--- src/rtl/barrier_lane_array_if.sv ---
// Handshake bundle between the parking controller and the barrier lane array:
// per-lane commands and sensors in, per-lane status and summary flags out.
interface barrier_lane_array_if #(
  parameter int NUM_LANES = 4
);
  localparam int CNT_W = $clog2(NUM_LANES + 1);

  logic [NUM_LANES-1:0]   open_req;
  logic [NUM_LANES-1:0]   close_req;
  logic [NUM_LANES-1:0]   vehicle_present;
  logic                   emergency;
  logic [NUM_LANES-1:0]   fault_clear;
  logic [2*NUM_LANES-1:0] lane_state;
  logic [NUM_LANES-1:0]   barrier_open;
  logic [NUM_LANES-1:0]   barrier_moving;
  logic [NUM_LANES-1:0]   fault;
  logic [CNT_W-1:0]       open_count;
  logic                   all_closed;

  modport master (
    output open_req, close_req, vehicle_present, emergency, fault_clear,
    input  lane_state, barrier_open, barrier_moving, fault, open_count, all_closed
  );

  modport slave (
    input  open_req, close_req, vehicle_present, emergency, fault_clear,
    output lane_state, barrier_open, barrier_moving, fault, open_count, all_closed
  );
endinterface

--- src/rtl/barrier_lane_array.sv ---
// NUM_LANES independent barrier FSMs with timed travel, obstruction reversal, reversal fault
// latch and global emergency open. Optional auto-close in OPEN: define BARRIER_AUTO_CLOSE_EN.
module barrier_lane_array #(
  parameter int NUM_LANES        = 4,
  parameter int MOVE_CYCLES      = 50,
  parameter int OPEN_HOLD_CYCLES = 200,
  parameter int MAX_REVERSALS    = 3,
  parameter int TIMER_W          = 16
) (
  input  logic                clk,
  input  logic                reset,
  barrier_lane_array_if.slave bus
);
  localparam int CNT_W = $clog2(NUM_LANES + 1);
  localparam int REV_W = $clog2(MAX_REVERSALS + 1);
  localparam logic [TIMER_W-1:0] MOVE_LAST = TIMER_W'(MOVE_CYCLES - 1);
  localparam logic [REV_W-1:0]   REV_LAST  = REV_W'(MAX_REVERSALS - 1);
  localparam logic [REV_W-1:0]   REV_MAX   = REV_W'(MAX_REVERSALS);

  typedef enum logic [1:0] {
    ST_CLOSED  = 2'b00,
    ST_OPENING = 2'b01,
    ST_OPEN    = 2'b10,
    ST_CLOSING = 2'b11
  } lane_state_e;

  if (NUM_LANES < 1 || MOVE_CYCLES < 2 || MAX_REVERSALS < 1 || OPEN_HOLD_CYCLES < 1 ||
      ((MOVE_CYCLES - 1) >> TIMER_W) != 0 ||
      ((OPEN_HOLD_CYCLES - 1) >> TIMER_W) != 0) begin : g_param_check
    $error("barrier_lane_array: parameter out of range");
  end

  lane_state_e          state_q [NUM_LANES];
  lane_state_e          state_d [NUM_LANES];
  logic [TIMER_W-1:0]   timer_q [NUM_LANES];
  logic [TIMER_W-1:0]   timer_d [NUM_LANES];
  logic [REV_W-1:0]     rev_q   [NUM_LANES];
  logic [REV_W-1:0]     rev_d   [NUM_LANES];
  logic [NUM_LANES-1:0] fault_q;
  logic [NUM_LANES-1:0] fault_d;
  logic                 close_cmd;
  logic [CNT_W-1:0]     open_cnt;
  logic                 none_open;

`ifdef BARRIER_AUTO_CLOSE_EN
  localparam logic [TIMER_W-1:0] HOLD_LAST = TIMER_W'(OPEN_HOLD_CYCLES - 1);
  logic [TIMER_W-1:0]   hold_q  [NUM_LANES];
  logic [TIMER_W-1:0]   hold_d  [NUM_LANES];
`endif

  always_comb begin
    close_cmd = 1'b0;
    fault_d   = fault_q;
    for (int i = 0; i < NUM_LANES; i++) begin
      state_d[i] = state_q[i];
      timer_d[i] = timer_q[i];
      rev_d[i]   = rev_q[i];
      close_cmd  = bus.close_req[i];
`ifdef BARRIER_AUTO_CLOSE_EN
      hold_d[i]  = '0;
`endif
      unique case (state_q[i])
        ST_CLOSED: begin
          if (bus.open_req[i] || bus.emergency) begin
            state_d[i] = ST_OPENING;
            timer_d[i] = '0;
          end
        end
        ST_OPENING: begin
          if (timer_q[i] == MOVE_LAST) begin
            state_d[i] = ST_OPEN;
            timer_d[i] = '0;
          end else begin
            timer_d[i] = timer_q[i] + TIMER_W'(1);
          end
        end
        ST_OPEN: begin
`ifdef BARRIER_AUTO_CLOSE_EN
          // Idle time only accrues while the lane is free to close; a waiting vehicle restarts it.
          if (bus.vehicle_present[i] || bus.open_req[i]) begin
            hold_d[i] = '0;
          end else if (bus.emergency || fault_q[i]) begin
            hold_d[i] = hold_q[i];
          end else if (hold_q[i] == HOLD_LAST) begin
            close_cmd = 1'b1;
          end else begin
            hold_d[i] = hold_q[i] + TIMER_W'(1);
          end
`endif
          if (close_cmd && !bus.open_req[i] && !bus.vehicle_present[i] &&
              !bus.emergency && !fault_q[i]) begin
            state_d[i] = ST_CLOSING;
            timer_d[i] = '0;
          end
        end
        ST_CLOSING: begin
          // Reversal reuses the distance already travelled so the arm returns from where it is.
          if (bus.vehicle_present[i] || bus.open_req[i] || bus.emergency) begin
            state_d[i] = ST_OPENING;
            timer_d[i] = MOVE_LAST - timer_q[i];
            if (bus.vehicle_present[i]) begin
              if (rev_q[i] != REV_MAX) rev_d[i] = rev_q[i] + REV_W'(1);
              if (rev_q[i] >= REV_LAST) fault_d[i] = 1'b1;
            end
          end else if (timer_q[i] == MOVE_LAST) begin
            state_d[i] = ST_CLOSED;
            timer_d[i] = '0;
            rev_d[i]   = '0;
          end else begin
            timer_d[i] = timer_q[i] + TIMER_W'(1);
          end
        end
        default: state_d[i] = ST_CLOSED;
      endcase
      if (bus.fault_clear[i]) begin
        fault_d[i] = 1'b0;
        rev_d[i]   = '0;
      end
    end
  end

  always_ff @(posedge clk or posedge reset) begin
    if (reset) begin
      for (int i = 0; i < NUM_LANES; i++) begin
        state_q[i] <= ST_CLOSED;
        timer_q[i] <= '0;
        rev_q[i]   <= '0;
      end
      fault_q <= '0;
    end else begin
      state_q <= state_d;
      timer_q <= timer_d;
      rev_q   <= rev_d;
      fault_q <= fault_d;
    end
  end

`ifdef BARRIER_AUTO_CLOSE_EN
  always_ff @(posedge clk or posedge reset) begin
    if (reset) begin
      for (int i = 0; i < NUM_LANES; i++) hold_q[i] <= '0;
    end else begin
      hold_q <= hold_d;
    end
  end
`endif

  // Status is decoded from registered state only, so async reset clears it without a clock.
  always_comb begin
    open_cnt       = '0;
    none_open      = 1'b1;
    bus.lane_state = '0;
    for (int i = 0; i < NUM_LANES; i++) begin
      bus.lane_state[2*i +: 2] = state_q[i];
      bus.barrier_open[i]      = (state_q[i] == ST_OPEN);
      bus.barrier_moving[i]    = (state_q[i] == ST_OPENING) || (state_q[i] == ST_CLOSING);
      if (state_q[i] == ST_OPEN) open_cnt = open_cnt + CNT_W'(1);
      if (state_q[i] != ST_CLOSED) none_open = 1'b0;
    end
  end

  assign bus.fault      = fault_q;
  assign bus.open_count = open_cnt;
  assign bus.all_closed = none_open;
endmodule

--- src/flat_wrapper.sv ---
// flat-port wrapper written by rule: the top's interface ports become plain ports
module barrier_lane_array_flat 
#(
  parameter int NUM_LANES        = 4,
  parameter int MOVE_CYCLES      = 50,
  parameter int OPEN_HOLD_CYCLES = 200,
  parameter int MAX_REVERSALS    = 3,
  parameter int TIMER_W          = 16
)
  (clk, reset, bus_open_req, bus_close_req, bus_vehicle_present, bus_emergency, bus_fault_clear, bus_lane_state, bus_barrier_open, bus_barrier_moving, bus_fault, bus_open_count, bus_all_closed);
  barrier_lane_array_if #(.NUM_LANES(NUM_LANES)) bus_i ();
  input  logic clk;
  input  logic reset;
  input wire logic [$bits(bus_i.open_req)-1:0] bus_open_req;
  input wire logic [$bits(bus_i.close_req)-1:0] bus_close_req;
  input wire logic [$bits(bus_i.vehicle_present)-1:0] bus_vehicle_present;
  input wire logic [$bits(bus_i.emergency)-1:0] bus_emergency;
  input wire logic [$bits(bus_i.fault_clear)-1:0] bus_fault_clear;
  output wire logic [$bits(bus_i.lane_state)-1:0] bus_lane_state;
  output wire logic [$bits(bus_i.barrier_open)-1:0] bus_barrier_open;
  output wire logic [$bits(bus_i.barrier_moving)-1:0] bus_barrier_moving;
  output wire logic [$bits(bus_i.fault)-1:0] bus_fault;
  output wire logic [$bits(bus_i.open_count)-1:0] bus_open_count;
  output wire logic [$bits(bus_i.all_closed)-1:0] bus_all_closed;
  assign bus_i.open_req = bus_open_req;
  assign bus_i.close_req = bus_close_req;
  assign bus_i.vehicle_present = bus_vehicle_present;
  assign bus_i.emergency = bus_emergency;
  assign bus_i.fault_clear = bus_fault_clear;
  assign bus_lane_state = bus_i.lane_state;
  assign bus_barrier_open = bus_i.barrier_open;
  assign bus_barrier_moving = bus_i.barrier_moving;
  assign bus_fault = bus_i.fault;
  assign bus_open_count = bus_i.open_count;
  assign bus_all_closed = bus_i.all_closed;
  barrier_lane_array #(.NUM_LANES(NUM_LANES), .MOVE_CYCLES(MOVE_CYCLES), .OPEN_HOLD_CYCLES(OPEN_HOLD_CYCLES), .MAX_REVERSALS(MAX_REVERSALS), .TIMER_W(TIMER_W)) u_core (.clk(clk), .reset(reset), .bus(bus_i));
endmodule
--- config.mk ---
export PLATFORM = sky130hd
export DESIGN_NAME = barrier_lane_array_flat
export DESIGN_NICKNAME = d
export VERILOG_FILES = /design/src/rtl/barrier_lane_array_if.sv /design/src/rtl/barrier_lane_array.sv /design/src/flat_wrapper.sv
export SDC_FILE = /design/constraint.sdc
export NUM_CORES = 1
export LEC_CHECK = 0
export BUFFER_PORTS_ARGS = -buffer_cell sky130_fd_sc_hd__buf_2
export CORE_MARGIN = 2
export CORE_UTILIZATION = 35
export DETAILED_ROUTE_END_ITERATION = 8
export GPL_ROUTABILITY_DRIVEN = 0
export PLACE_DENSITY = 0.62
export SYNTH_ARGS = -nofsm -noshare
export SYNTH_HDL_FRONTEND = slang
export SYNTH_SLANG_ARGS = --single-unit
export TNS_END_PERCENT = 30
--- constraint.sdc ---
create_clock -name clk -period 3.1 [get_ports clk]
set_input_delay 0.155 -clock clk [delete_from_list [all_inputs] [get_ports clk]]
set_output_delay 0.155 -clock clk [all_outputs]
set_load 0.05 [all_outputs]
Yosys cells after proc, flatten, opt, wreduce, memory -nomap -nowiden:

Cells that the tools add are included.

* register bits: 84
* input bits: 19
* output and inout port bits: 24
* logic and storage cells: 260

* add/sub/neg operators: 15
* $lt $le $gt $ge: 4
* equality and inequality tests: 44
* multiplexer cells: 92
* reduce and logical (&&, ||, !) cells: 89

Operators by type and width (count)
* $mux 16: 16
* $pmux 16 s4: 4
* $mux 2: 40
* $add 16x1->16 const B: 4
* $eq 16x6->1 const B: 4
* $sub 6x16->16 const A: 4
* $reduce_and 4->1: 12
* $reduce_bool 2->1: 20
* $pmux 2 s4: 4
* $mux 1: 25
* $ne 2x1->1 const B: 12
* $ne 3x3->1 const B: 8
* $eq 2x2->1 const B: 8
* $logic_and 1x1->1: 16
* $logic_or 1x1->1: 16
* $logic_not 1->1: 13
* $ne 3x1->1 const B: 4
* $reduce_bool 3->1: 4
* $mux 3: 3
* $add 2x1->2 const B: 4
* $eq 2x1->1 const B: 4
* $ge 2x2->1 const B: 4
* $logic_not 2->1: 4
* $ne 2x2->1 const B: 4
* other kinds (3): 7

Longest topological paths before layout:

Gate-level depths: netlist of run 1.

* word-level depth: 8
* mapped depth: 9
* gate-level depth less buffers: 8

Worst setup path after synthesis of run 1:

Ideal clock, no wire load.

* kind: flip-flop to output port
* start point: register u_core.state_q, in the netlist u_core.bus.lane_state[1]
* end point: output port bus_open_count[2]
* arrival: 3001 ps
* slack: -56 ps
* stages on the path, launching flop included: 8
* path through: dfrtp_1 -> ha_1 -> inv_1 -> ha_1 -> xor2_1 -> ha_1 -> nand2_1 -> xor2_1

* word-level cells in the longest chain between the ends: 8

RTL lines
* from (decl): line barrier_lane_array.sv:33 `lane_state_e state_q [NUM_LANES];`
* from (signal assigned): line barrier_lane_array.sv:131 `state_q <= state_d;`
* $eq 2x2->1 (*)
* net bus_barrier_open[0]: line flat_wrapper.sv:20 `output wire logic [$bits(bus_i.barrier_open)-1:0] bus_barrier_open;`
* $mux 1 (*): line barrier_lane_array.sv:157 `if (state_q[i] == ST_OPEN) open_cnt = open_cnt + CNT_W'(1);`
* $add 1x1->2: line barrier_lane_array.sv:157
* $mux 3 (*): line barrier_lane_array.sv:157
* $add 3x1->3: line barrier_lane_array.sv:157
* $mux 3 (*): line barrier_lane_array.sv:157
* $add 3x1->3: line barrier_lane_array.sv:157
* $mux 3 (*): line barrier_lane_array.sv:157
* to (decl): line flat_wrapper.sv:23 `output wire logic [$bits(bus_i.open_count)-1:0] bus_open_count;`

Mark *: on every way through the listed nets, which the timed path passes. The rest lies on a longest branch.

Final worst setup path of run 1:

* start point: register u_core.state_q, in the netlist u_core.bus.lane_state[2]
* end point: output port bus_open_count[2]

* word-level cells in the longest chain between the ends: 6

RTL lines (line)
* $eq 2x2->1 (*): barrier_lane_array.sv:157
* $mux 3 (*): barrier_lane_array.sv:157
* $add 3x1->3: barrier_lane_array.sv:157
* $mux 3 (*): barrier_lane_array.sv:157
* $add 3x1->3: barrier_lane_array.sv:157
* $mux 3 (*): barrier_lane_array.sv:157

Every way passes the cells marked *; elsewhere a longest branch is shown, timed or not.

==> summary.md, run 1 <==
| Metric | Value |
|---|---|
| Clock slew at reported path FFs | `around 0.070 ns` |
| First-pass DRT Iterations | `6` |
| Cell variety after synth | `just over 80` |
| Clk_lat worst skew | `0.36 ns` |
| Clock Skew | `approximately 0.0086 ns` |
| Top_reg_cell synth | `dfrtp_1` |
| FFs w/ async S/R, synth | `1.00` |
| Per-cell routed wire length | `around 17 um` |
| Slew Limit Headroom | `0.188` |
| TritonCTS Sinks | `between 80 and 90` |
| Min-delay worst type | `primary input to flip-flop` |
| Critical Path Start Type | `flip-flop` |
| Synth-to-layout area growth | `12.0%` |
| Post-Synth Simple-Gate Area | `0.244` |
| WP data arrival | `between 2 and 3 ns` |
| Most common cell after layout, fill and taps aside | `dfrtp_1` |
| Count of input and output buffers | `42` |
| Util after Layout | `0.399` |
| XOR/XNOR Fraction of Synth Area | `0.00884` |
| Num ports | `between 40 and 50` |
| Die width | `roughly 140 um` |
| Die area | `20900 sq um` |
| Status | `finished, final reports clean` |
| Static leakage | `~3.2 nW` |
| Longest Clk Path Bufs | `2` |
| Vias in the first global route | `6222` |
| Final nets | `slightly above 900` |
| Highest Clock Rate | `between 300 and 400 MHz` |
| FF+latch count, synth | `84` |
| GRT Residual Overflow | `0` |
| Cells after DPL | `about 1100` |
| Top cell type's share of synthesized area | `0.303` |
| Worst setup EP type | `output pin` |
| WP data required | `~2.9 ns` |
| Antenna Cells | `0` |
| Die height | `roughly 140 um` |
| Number of enable flip-flop cells after synthesis | `0` |
| Area after DPL | `7400 sq um` |
| CTS tree | `done` |
| Detail Route Antenna Nets | `0` |
| Final hold vios | `0` |
| RSZ-0062 raised after global routing | `no` |
| Final instance area | `between 7000 and 8000 sq um` |
| Adder and majority gate portion of the synthesized area | `0.0686` |
| Most frequent cells in the layout | `84 x dfrtp_1, 67 x nand2_1, 61 x a21oi_1, 54 x nor2_1, 49 x o21ai_0` |
| Final min period | `roughly 2.8 ns` |
| Initial DRC Count | `~780` |
| Compound-gate portion of the synthesized area | `0.303` |
| Kind of critical path | `flip-flop to output pin` |
| Fillers | `around 2000` |
| Sum Neg Setup Slack | `0 ns` |
| Ys Warns | `0` |
| Main combinational cell family by area after synthesis | `compound AO/OA/AOI/OAI gates` |
| Cell accounting for the most synthesized area | `dfrtp_1` |
| Mux share of post-synthesis cell area | `0.00848` |
| Core Box Area | `between 15000 and 20000 sq um` |
| Area contributors post-synth | `dfrtp_1 30%, ha_1 6.9%, a21oi_1 4.4%` |
| Inserted Clock Buffers | `9` |
| Vias | `~7000` |
| PostCTS Resize Cnt | `0` |
| Tcrit/Tclk final | `0.894` |
| Worst Path Max Fanout | `6` |
| Max_cap viols | `0` |
| Total track usage | `0.197` |
| Detail Placement HPWL | `about 14 mm` |
| Least-Margin Pin Slew | `about 1.2 ns` |
| Syn_area_per_cell | `between 8 and 9 sq um` |
| Via-to-Cell Ratio | `between 6 and 7` |
| First-pass GRT wire length | `32.7 mm` |
| Fin. max-slew vios | `0` |
| # DRC | `0` |
| Maximum vdd drop | `428 uV` |
| Initial Utilization | `0.356` |
| Netlist Area Pre-Place | `a little under 7000 sq um` |
| Row cnt | `between 50 and 60` |
| Finished Layout Cells | `roughly 1100` |
| Hold slack | `~0.019 ns` |
| Initial antenna violation count | `0` |
| Clock Tree Root | `clkbuf_16` |
| H-tree depth | `3` |
| Seq/Total Area, Yosys | `0.303` |
| Largest net degree at the start of global routing | `46` |
| Post-Route WL | `slightly below 20 mm` |
| Pwr dens | `880 nW/um^2` |
| Final setup vio count | `0` |
| Share of layout cells above drive strength 1 | `0.126` |
| Syn Inst Count | `860` |
| Syn Nets | `approximately 900` |
-- Yosys cell counts (7+ instances only) --
library cell / instances
nand3_1: 42
and3_1: 11
or4_1: 9
nor2b_1: 8
nand2_1: 67
clkbuf_1: 45
a21oi_1: 61
a21o_1: 8
nor2_1: 54
o211ai_1: 21
a221oi_1: 8
buf_2: 12
nand2b_1: 14
ha_1: 38
a31oi_1: 32
o31ai_1: 13
o31a_1: 7
nor3_1: 33
o21ai_0: 49
and2_1: 10
or3_1: 14
inv_1: 48
o22ai_1: 8
a211oi_1: 10
dfrtp_1: 84
o2bb2ai_1: 10
nand4_1: 14
-- critical path: stages, from the launching register on --
cell	delay (ns)
dfrtp_1	0.45
inv_1	0.11
ha_1	0.25
inv_1	0.08
ha_1	0.31
xor2_1	0.23
ha_1	0.19
nand2_1	0.08
xor2_2	0.24
buf_2	0.31
-- power by group --
part	total, W	switching [W]	internal, W
logic	0.00375	0.00244	0.00131
registers	0.00186	0.000489	0.00137
clock network	0.00122	0.000506	0.000711
total	0.00683	0.00344	0.00339
-- state kept, by name (all words and copies together), names as in the netlist --
signal / count
u_core.timer_q: 64
u_core.bus.lane_state: 8
u_core.rev_q: 8
u_core.bus.fault: 4
-- stage by stage --
stage	total power, W	setup slack (ns)
floorplan	0.00459	0.173
global placement	0.00553	0.546
detailed placement	0.00556	0.457
CTS	0.00681	0.267
global route	0.00735	0.133
finish	0.00683	0.328
-- kinds of logic (layout without fill, tap and decap cells) --
logic type                 after synthesis  after routing
and+or+nand+nor                        315            315
buffers and inverters                  108            131
adders and majority gates               38             38
AOI/OAI and AO/OA                      303            303
DFF                                     84             84
xor gates and xnor gates                 7              7
muxes                                    5              5
-- repair_timing --
item                      4_1_cts  5_1_grt
hold buffers                    4        0
setup buffers                   0        0
hold endpoints to repair       49        0
-- layer usage --
metal	vias up	share of wire	wire [um]	global-route usage
met5	-	0	0	0
met4	0	0.013	256	0.0445
met3	22	0.075	1470	0.0494
met2	255	0.43	8560	0.298
met1	3307	0.48	9470	0.282
li1	3307	-	-	-
-- cell type report --
cell class                      count  area, sq um  area share
Inverter                           48          181      0.0234
Tap cell                          265          332      0.0427
Clock buffer                        9          225      0.0290
Sequential cell                    84         2100       0.271
Clock inverter                      7         98.8      0.0127
Multi-Input combinational cell    668         4410       0.567
Timing Repair Buffer               67          420      0.0541
-- final timing paths --
path / to / slack [ns] / depth (start not counted) / startpoint
worst max-delay path: bus_open_count[2] / 0.33 / 9 / u_core.bus.lane_state[2]$_DFFE_PP0P_
worst min-delay path: u_core.rev_q[7]$_DFFE_PP0P_ / 0.02 / 2 / bus_fault_clear[0]
worst max register to register: u_core.timer_q[43]$_DFFE_PP0P_ / 0.42 / 7 / u_core.timer_q[34]$_DFFE_PP0P_
worst min register to register: u_core.bus.fault[2]$_DFFE_PP0P_ / 0.51 / 2 / u_core.bus.fault[2]$_DFFE_PP0P_
max in group asynchronous: u_core.timer_q[42]$_DFFE_PP0P_ / 1.92 / 4 / reset
min in group asynchronous: u_core.bus.lane_state[4]$_DFFE_PP0P_ / 0.49 / 3 / reset
Note: power is estimated with default switching activity, not from simulation.
==> run 2, diff against run 1 <==
--- a/config.mk
+++ b/config.mk
@@ -10,8 +10,9 @@
 export CORE_UTILIZATION = 35
 export DETAILED_ROUTE_END_ITERATION = 8
 export GPL_ROUTABILITY_DRIVEN = 0
+export GPL_TIMING_DRIVEN = 0
 export PLACE_DENSITY = 0.62
 export SYNTH_ARGS = -nofsm -noshare
 export SYNTH_HDL_FRONTEND = slang
 export SYNTH_SLANG_ARGS = --single-unit
-export TNS_END_PERCENT = 30
+export TNS_END_PERCENT = 5
==> summary.md, run 2 (synthesized netlist as in run 1, its figures left out) <==
| Metric | Value |
|---|---|
| Inserted Clock Buffers | `9 (unchanged)` |
| Initial antenna violation count | `0 (unchanged)` |
| Detail Route Antenna Nets | `0 (unchanged)` |
| TritonCTS Sinks | `84 (unchanged)` |
| WP data arrival | `3.15 ns (+0.53 ns)` |
| Max reg flops | `64 (unchanged)` |
| Worst setup EP type | `flip-flop` |
| Detail Placement HPWL | `14.7 mm (+4.6%)` |
| # DRC | `0 (unchanged)` |
| Via-to-Cell Ratio | `5.95 (-0.88%)` |
| Post-Route WL | `20.5 mm (+3.9%)` |
| Clock Tree Root | `clkbuf_16` |
| Vias | `7068 (+2.6%)` |
| Reg with most FFs | `u_core.timer_q` |
| First-pass GRT wire length | `33.6 mm (+2.8%)` |
| Max_cap viols | `0 (unchanged)` |
| Clk_lat worst skew | `0.36 ns (about the same)` |
| Critical Path Start Type | `flip-flop` |
| Cells after DPL | `1167 (+3.5%)` |
| Die width | `145 um (unchanged)` |
| Fin. max-slew vios | `0 (unchanged)` |
| Final hold vios | `0 (unchanged)` |
| Area after DPL | `7510 sq um (+1.4%)` |
| CTS tree | `done` |
| Worst hold endpoint | `u_core.bus.fault[3]$_DFFE_PP0P_` |
| Clock Skew | `0.0108 ns (+0.00216 ns)` |
| Final setup vio count | `0 (unchanged)` |
| RSZ-0062 raised after global routing | `no` |
| Clock slew at reported path FFs | `0.07 ns (about the same)` |
| Initial Utilization | `0.356 (unchanged)` |
| Synth-to-layout area growth | `13.4%` |
| Num ports | `43 (unchanged)` |
| Pwr dens | `866 nW/um^2 (-1.5%)` |
| Total Power | `0.00681 W (-0.34%)` |
| Status | `finished, final reports clean` |
| Worst R2R Start | `u_core.bus.lane_state[2]$_DFFE_PP0P_` |
| Static leakage | `3.21 nW (+0.11%)` |
| Highest Clock Rate | `347 MHz (-3.8%)` |
| First-pass DRT Iterations | `5 (-1)` |
| GRT Residual Overflow | `0 (unchanged)` |
| Final nets | `975 (+4.3%)` |
| Initial DRC Count | `822 (+5.1%)` |
| Largest net degree at the start of global routing | `66 (+43%)` |
| Per-cell routed wire length | `17.3 um (+0.40%)` |
| Kind of critical path | `flip-flop to flip-flop` |
| Antenna Cells | `0 (unchanged)` |
| Hold Path Cell Cnt | `3 (+1)` |
| Die area | `20900 sq um (unchanged)` |
| Maximum vdd drop | `534 uV (+25%)` |
| Vias in the first global route | `6508 (+4.6%)` |
| Most frequent cells in the layout | `84 x dfrtp_1, 67 x nand2_1, 61 x a21oi_1, 54 x nor2_1, 53 x buf_2` |
| Core Box Area | `19500 sq um (unchanged)` |
| WP data required | `3.37 ns (+0.43 ns)` |
| Most common cell after layout, fill and taps aside | `dfrtp_1` |
| Finished Layout Cells | `1188 (+3.5%)` |
| Row cnt | `51 (unchanged)` |
| Share of layout cells above drive strength 1 | `0.112 (-0.0141)` |
| Worst Reg-to-Reg Cells | `7 (unchanged)` |
| Slew Limit Headroom | `0.231 (+0.0421)` |
| R2r setup slk | `0.22 ns (-0.20 ns)` |
| Tcrit/Tclk final | `0.929 (+0.0352)` |
| Total track usage | `0.201 (+0.00494)` |
| Final min period | `2.88 ns (+0.109 ns)` |
| Final instance area | `7860 sq um (+1.2%)` |
| Min-delay worst type | `primary input to flip-flop` |
| Hold slack | `0.108 ns (+0.0892 ns)` |
| Post-CTS setup buffer count | `0 (unchanged)` |
| Longest Clk Path Bufs | `2 (unchanged)` |
| Worst Path Max Fanout | `8 (+2)` |
| Least-Margin Pin Slew | `1.15 ns (-0.0667 ns)` |
| Hold Crit Start | `bus_vehicle_present[3]` |
| Die height | `145 um (unchanged)` |
| H-tree depth | `3 (unchanged)` |
| Util after Layout | `0.404 (+0.00469)` |
| Count of input and output buffers | `41 (-2.4%)` |
| Reg2reg end | `u_core.timer_q[38]$_DFFE_PP0P_` |
-- run 2: cell type report --
type | instances | area, sq um
fill | 2035 | 11600
multi-input combinational | 668 | 4390
sequential | 84 | 2100
tap | 265 | 332
timing repair buffer | 47 | 283
buffer | 60 | 263
clock buffer | 9 | 225
inverter | 48 | 183
clock inverter | 7 | 76.3
-- run 2: repair_timing --
action                    CTS  global route
hold buffers                5             0
hold endpoints to repair   26             0
resized for setup           0             0
-- run 2: metrics by stage --
step / worst slack, ns / TNS, ns
finish: 0.219 / 0
global route: 0.0538 / 0
detailed placement: 0.306 / 0
floorplan: 0.173 / 0
CTS: 0.281 / 0
global placement: -0.492 / -40.58
-- run 2: power by group --
| group | leakage (nW) | total (W) | internal, W | switching, W |
|---|---|---|---|---|
| Sequential | 1.11 | 0.00173 | 0.00137 | 0.000356 |
| Clock | 0.142 | 0.00113 | 0.000629 | 0.000502 |
| Combinational | 1.96 | 0.00395 | 0.00129 | 0.00266 |
-- run 2: worst max-delay path, stage by stage (launching register included) --
cell      delay (ns)
dfrtp_1         0.44
ha_1            0.17
clkbuf_1        0.41
o31ai_1         0.35
nor3_1          0.95
a21oi_1         0.15
o41a_1          0.16
a41oi_1         0.17
-- run 2: metal layers --
metal	up-vias	global-route usage	share of wire
li1	3394	-	-
met1	3405	0.294	0.49
met2	244	0.304	0.44
met3	25	0.0342	0.061
met4	0	0.0639	0.013
met5	-	0	0
-- run 2: worst max-delay path by stage --
stage / startpoint / endpoint / slack, ns / cells past startpoint
global placement: reset / u_core.timer_q[32]$_DFFE_PP0P_ / -0.49 / 2
detailed placement: u_core.bus.lane_state[2]$_DFFE_PP0P_ / u_core.timer_q[38]$_DFFE_PP0P_ / 0.31 / 7
CTS: u_core.bus.lane_state[2]$_DFFE_PP0P_ / u_core.timer_q[38]$_DFFE_PP0P_ / 0.28 / 7
finish: u_core.bus.lane_state[2]$_DFFE_PP0P_ / u_core.timer_q[38]$_DFFE_PP0P_ / 0.22 / 7
floorplan: u_core.bus.lane_state[1]$_DFFE_PP0P_ / bus_open_count[2] / 0.17 / 7
global route: u_core.bus.lane_state[2]$_DFFE_PP0P_ / u_core.timer_q[38]$_DFFE_PP0P_ / 0.05 / 7
